`src/rtl/piso_frame_serializer_pkg.sv`:
```
// Shared types and helpers for word-serial handshake stages.
//   hs_state_e  : two-state handshake FSM encoding (IDLE, SEND)
//   clog2_min1  : counter width for n items, never narrower than one bit
package piso_frame_serializer_pkg;

    typedef enum logic [0:0] {
        IDLE = 1'b0,
        SEND = 1'b1
    } hs_state_e;

    // Width needed to index n items; a single-item counter still needs one bit.
    function automatic int unsigned clog2_min1(input int unsigned n);
        return (n <= 1) ? 1 : $clog2(n);
    endfunction

endpackage

```
`src/rtl/piso_frame_serializer.sv`:
```
// Parallel-in/serial-out frame serializer.
// Captures NDATA words on an upstream valid/ready handshake and replays them,
// element 0 first, as a word stream under a downstream valid/ready handshake.
// Ports:
//   i_clk, i_rst         : clock, synchronous active-high reset
//   i_valid, i_data      : upstream frame (NDATA words), o_ready accepts it
//   o_ready              : combinational; frame accepted when i_valid && o_ready
//   o_valid, o_data      : current serial word (registered)
//   o_last               : current word is element NDATA-1 (registered)
//   i_ready              : downstream takes the word when o_valid && i_ready
module piso_frame_serializer
    import piso_frame_serializer_pkg::*;
#(
    parameter int unsigned BIT   = 8,
    parameter int unsigned NDATA = 3
) (
    input  logic           i_clk,
    input  logic           i_rst,
    input  logic           i_valid,
    input  logic [BIT-1:0] i_data [0:NDATA-1],
    output logic           o_ready,
    output logic           o_valid,
    output logic [BIT-1:0] o_data,
    output logic           o_last,
    input  logic           i_ready
);

    localparam int unsigned    CW       = clog2_min1(NDATA);
    localparam logic [CW-1:0]  LAST_IDX = CW'(NDATA - 1);

    hs_state_e      state;
    hs_state_e      state_n;
    logic [CW-1:0]  cnt;
    logic [CW-1:0]  cnt_n;
    logic [BIT-1:0] frame [0:NDATA-1];

    logic           accept;
    logic           xfer;
    logic           valid_n;
    logic           last_n;
    logic [BIT-1:0] data_n;

    // Ready in IDLE, or in SEND exactly when the last word is leaving, so
    // back-to-back frames stream without a bubble.
    assign o_ready = !i_rst && ((state == IDLE) || (o_last && i_ready));
    assign accept  = o_ready && i_valid;
    assign xfer    = o_valid && i_ready;

    // State, counter and registered outputs.
    always_ff @(posedge i_clk) begin
        if (i_rst) begin
            state   <= IDLE;
            cnt     <= '0;
            o_valid <= 1'b0;
            o_last  <= 1'b0;
            o_data  <= '0;
        end else begin
            state   <= state_n;
            cnt     <= cnt_n;
            o_valid <= valid_n;
            o_last  <= last_n;
            o_data  <= data_n;
        end
    end

    // Frame register: written only on an upstream handshake.
    always_ff @(posedge i_clk) begin
        if (i_rst) begin
            frame <= '{default: '0};
        end else if (accept) begin
            frame <= i_data;
        end
    end

    // Next state, counter and the values the output registers will hold.
    always_comb begin
        state_n = state;
        cnt_n   = cnt;
        valid_n = 1'b0;
        last_n  = 1'b0;
        data_n  = '0;

        case (state)
            IDLE: begin
                if (accept) begin
                    state_n = SEND;
                    cnt_n   = '0;
                end
            end
            SEND: begin
                if (xfer) begin
                    if (cnt != LAST_IDX) begin
                        cnt_n = cnt + CW'(1);
                    end else if (accept) begin
                        cnt_n = '0;
                    end else begin
                        state_n = IDLE;
                        cnt_n   = '0;
                    end
                end
            end
            default: begin
                state_n = IDLE;
                cnt_n   = '0;
            end
        endcase

        // A fresh capture lands in the frame register on the same edge, so the
        // first word comes straight from i_data.
        valid_n = (state_n == SEND);
        if (valid_n) begin
            last_n = (cnt_n == LAST_IDX);
            data_n = accept ? i_data[0] : frame[cnt_n];
        end
    end

endmodule

```
`config.mk`:
```
export PLATFORM = sky130hd
export DESIGN_NAME = piso_frame_serializer
export DESIGN_NICKNAME = d
export VERILOG_FILES = /design/src/rtl/piso_frame_serializer_pkg.sv /design/src/rtl/piso_frame_serializer.sv
export SDC_FILE = /design/constraint.sdc
export NUM_CORES = 1
export LEC_CHECK = 0
export ABC_AREA = 0
export CORE_ASPECT_RATIO = 0.6
export CORE_MARGIN = 4
export CORE_UTILIZATION = 45
export DETAILED_ROUTE_END_ITERATION = 10
export GPL_TIMING_DRIVEN = 0
export MAX_ROUTING_LAYER = met4
export PLACE_DENSITY = 0.81
export SLEW_MARGIN = 10
export SYNTH_ARGS = -nofsm -noshare
export SYNTH_HDL_FRONTEND = slang
export SYNTH_SLANG_ARGS = --single-unit
```
`constraint.sdc`:
```
create_clock -name i_clk -period 2.25 [get_ports i_clk]
set_input_delay 0.45 -clock i_clk [delete_from_list [all_inputs] [get_ports i_clk]]
set_output_delay 0.45 -clock i_clk [all_outputs]
set_load 0.02 [all_outputs]
```
==> impl_metrics.py <==
metrics = {
    "outcome": {
        "outcome": "complete, no violations",
    },
    "logic_synthesis": {
        "synth-seq-cells": 36,
        "netlist.top_cell.by_area": "dfxtp_1",
        "synth-edff-count": 0,
        "ys_top_cells_by_area": "dfxtp_1 (45%), nand2_1 (11%), a21oi_1 (5.3%)",
        "synthArstFlopShare_pct": 0,
        "synth.top_cell.area_share_pct": 45.25,
        "synth_area_per_cell_sq_um": 8.800,
        "synthesized_instance_count": 181,
        "synth.lib_cells_used.distinct": 32,
        "synth_area_sq_um": 1593,
        "ys_top_cells_by_count": "nand2_1 (48), dfxtp_1 (36), a21oi_1 (17)",
        "ys_seq_area_share_pct": 45.25,
        "yosys.cell_count.top_type": "nand2_1",
        "synth.net_count": 209,
        "yosys_warnings": 0,
        "synthFlopType": "dfxtp_1",
    },
    "die": {
        "dieArea_sq_um": 4587,
        "floorplan.io_pins": 39,
        "die_w_microns": 84.81,
        "design.core.area_sq_um": 3323,
        "initial_utilization_pct": 47.93,
        "die_h_microns": 54.09,
        "row_count": 16,
    },
    "cts": {
        "worst_setup_hold_path_clk_slew_ns": 0.06,
        "clk_root_buffer_cell": "clkbuf_8",
        "cts.repair_timing.setup_buffer_count": 0,
        "number_of_buffers_inserted_for_hold_repair_after_clock_tree_synthesis": 0,
        "cts.path.max_buffers": 2,
        "htreeDepth": 2,
        "clock_sink_count": 36,
        "cts-buffers-inserted": 5,
        "clk-insertion-delay-late_ns": 0.29,
        "cts_tree": "yes",
    },
    "power": {
        "power_uw": 1341,
        "p_per_area_nw_per_um2": 632.9,
        "cellLeakagePower_uw": 0.0008357,
        "irDropWorstVdd_uv": 367.0,
    },
    "setup_path": {
        "series_of_cell_instances_along_the_critical_path": "clkdlybuf4s50_1, clkbuf_2, buf_4, nor2_1, dlygate4sd2_1",
        "cp_data_arrival_time_ns": 1.74,
        "worstSetupStartpointType": "primary input",
        "critical-path-top-delay-family": "buffers and inverters",
        "crit_path_top_delay_cell": "clkdlybuf4s50_1",
        "cp.required_ns": 1.80,
        "timing.critical_path.buf_inv": 4,
        "critical_path.max_stage_delay_ns": 0.48,
        "critical_path.max_fanout": 10,
        "worstSetupPathType": "primary input to primary output",
        "worst_setup_ep_type": "primary output",
    },
    "grt": {
        "grt_util_met3_pct": 6.728,
        "grt_pass1_wl_microns": 6706,
        "antenna_found_initial": 0,
        "gr-usage-all-layers_pct": 20.06,
        "global_route_met2_utilization_pct": 32.08,
        "grt_pass1_vias": 1388,
        "maximum_number_of_pins_on_one_net_before_global_route_repair": 11,
        "global_route.usage.met1_pct": 24.61,
        "top_usage_layer": "met2",
        "overflow": 0,
    },
    "route": {
        "drt_iter0_markers": 87,
        "route.detailed.wl_per_inst_microns": 15.22,
        "post-route-drc-count": 0,
        "vias_per_cell": 5.387,
        "finalWirelength_microns": 4124,
        "drt_pass1_iterations": 4,
        "via_count": 1460,
        "antenna_left": 0,
    },
    "timing": {
        "final.hold.worst_slack_ns": 0.4577,
        "max_freq_mhz": 456.5,
        "timing.final.crit_period_ns": 2.190,
        "layout_worst_path_cycle_share_pct": 97.35,
        "max-slew-margin-rel_pct": 50.14,
        "finClkSkew_ns": 0.006996,
        "rsz0062_at_grt": "no",
        "timing.final.hold_violations": 0,
        "timing.final.max_slew_violations": 0,
        "setup_violations": 0,
        "worst_slew_pin_slew_ns": 0.7479,
    },
    "place": {
        "place.detailed.hpwl_microns": 2856,
        "port_buffers": 38,
        "place_congestion": 0.8698,
    },
    "layout": {
        "flow.area_growth_from_synthesis_pct": 33.07,
        "antenna_cells": 0,
        "layout-drive-gt1-share_pct": 11.06,
        "layout.nets": 254,
    },
    "job": {
        "max_cap_violations": 0,
    },
    "worst_hold_path": {
        "worstHoldPathType": "flip-flop to flip-flop",
    },
}
[worst register-to-register path, cell delays in order (launching register included)]
cell	delay, ns
dfxtp_1	0.47
and4bb_4	0.26
a311oi_4	0.68
mux2i_1	0.29
o22ai_1	0.09
[worst paths after layout]
path,startpoint,to,slack (ns),cells past startpoint
worst max-delay path,i_rst,o_ready,0.06,5
worst min-delay path,frame[1]$_SDFFE_PP0P_,frame[1]$_SDFFE_PP0P_,0.46,2
worst max register to register,cnt[0]$_SDFF_PP0_,o_data[6]$_SDFF_PP0_,0.32,4
worst min register to register,frame[1]$_SDFFE_PP0P_,frame[1]$_SDFFE_PP0P_,0.46,2
[final cells by class]
cell class                 instances  area (sq um)
clock inverter                     1         5.005
timing repair buffer              38         377.9
sequential                        36         720.7
fill                             284          1204
clock buffer                       6         72.57
multi-input combinational        129         779.5
tap                               45         56.30
inverter                           2         7.507
buffer                            14         100.1
[where the power goes]
group	total, uW	leakage (uW)	switching [uW]	internal [uW]
Combinational	222	0.000501	109	113
Sequential	684	0.000294	16.6	668
Clock	435	0.0000410	225	210
Total	1340	0.000836	350	991
[cells in the final DEF (no fill, tap or decap), types with 3 or more instances in the layout]
cell type	synthesis	final
clkbuf_1	7	5
mux2i_1	8	8
nor3b_1	9	9
clkbuf_8	1	6
clkdlybuf4s50_1	0	36
o22ai_1	8	8
nand2_1	48	48
buf_6	3	3
a21oi_1	17	17
nand3b_1	8	8
dfxtp_1	36	36
a31oi_1	9	9
[sequential cells by signal, indices dropped and copies added, names as in the netlist]
register / flops
frame: 24
o_data: 8
cnt: 2
o_last: 1
state: 1
[repair_timing]
| action | CTS | global route |
|---|---|---|
| pin swaps | 0 | 0 |
| resized for setup | 8 | 2 |
| endpoints found under the setup margin | 1 | 3 |
[per-stage QoR]
step / setup slack (ns) / util (%) / instance area [sq um] / instances / setup TNS (ns)
after floorplan: 0.5547 / - / 1593 / 181 / 0
after global placement: -0.5386 / 61.07 / 2029 / 264 / -4.507
after detailed placement: -0.5555 / 61.07 / 2029 / 264 / -4.865
after CTS: 0.02566 / 63.70 / 2117 / 271 / 0
after global routing: 0.01308 / 63.78 / 2120 / 271 / 0
final: 0.05951 / 63.78 / 2120 / 271 / 0
[cell families (layout without fill, tap and decap cells)]
group | after synthesis | count (layout) | synth area share (%)
and+or+nand+nor | 81 | 81 | 27.34
AOI/OAI and AO/OA | 40 | 40 | 16.18
DFF | 36 | 36 | 45.25
muxes | 8 | 8 | 5.028
buffers and inverters | 16 | 61 | 6.206
[per-layer routing]
metal  vias up  share of wire (%)
li1        724                  -
met1       674                 46
met2        59                 44
met3         3                9.2
met4         0               0.58
met5         -                  0
Power figures use the tool's default switching activity.
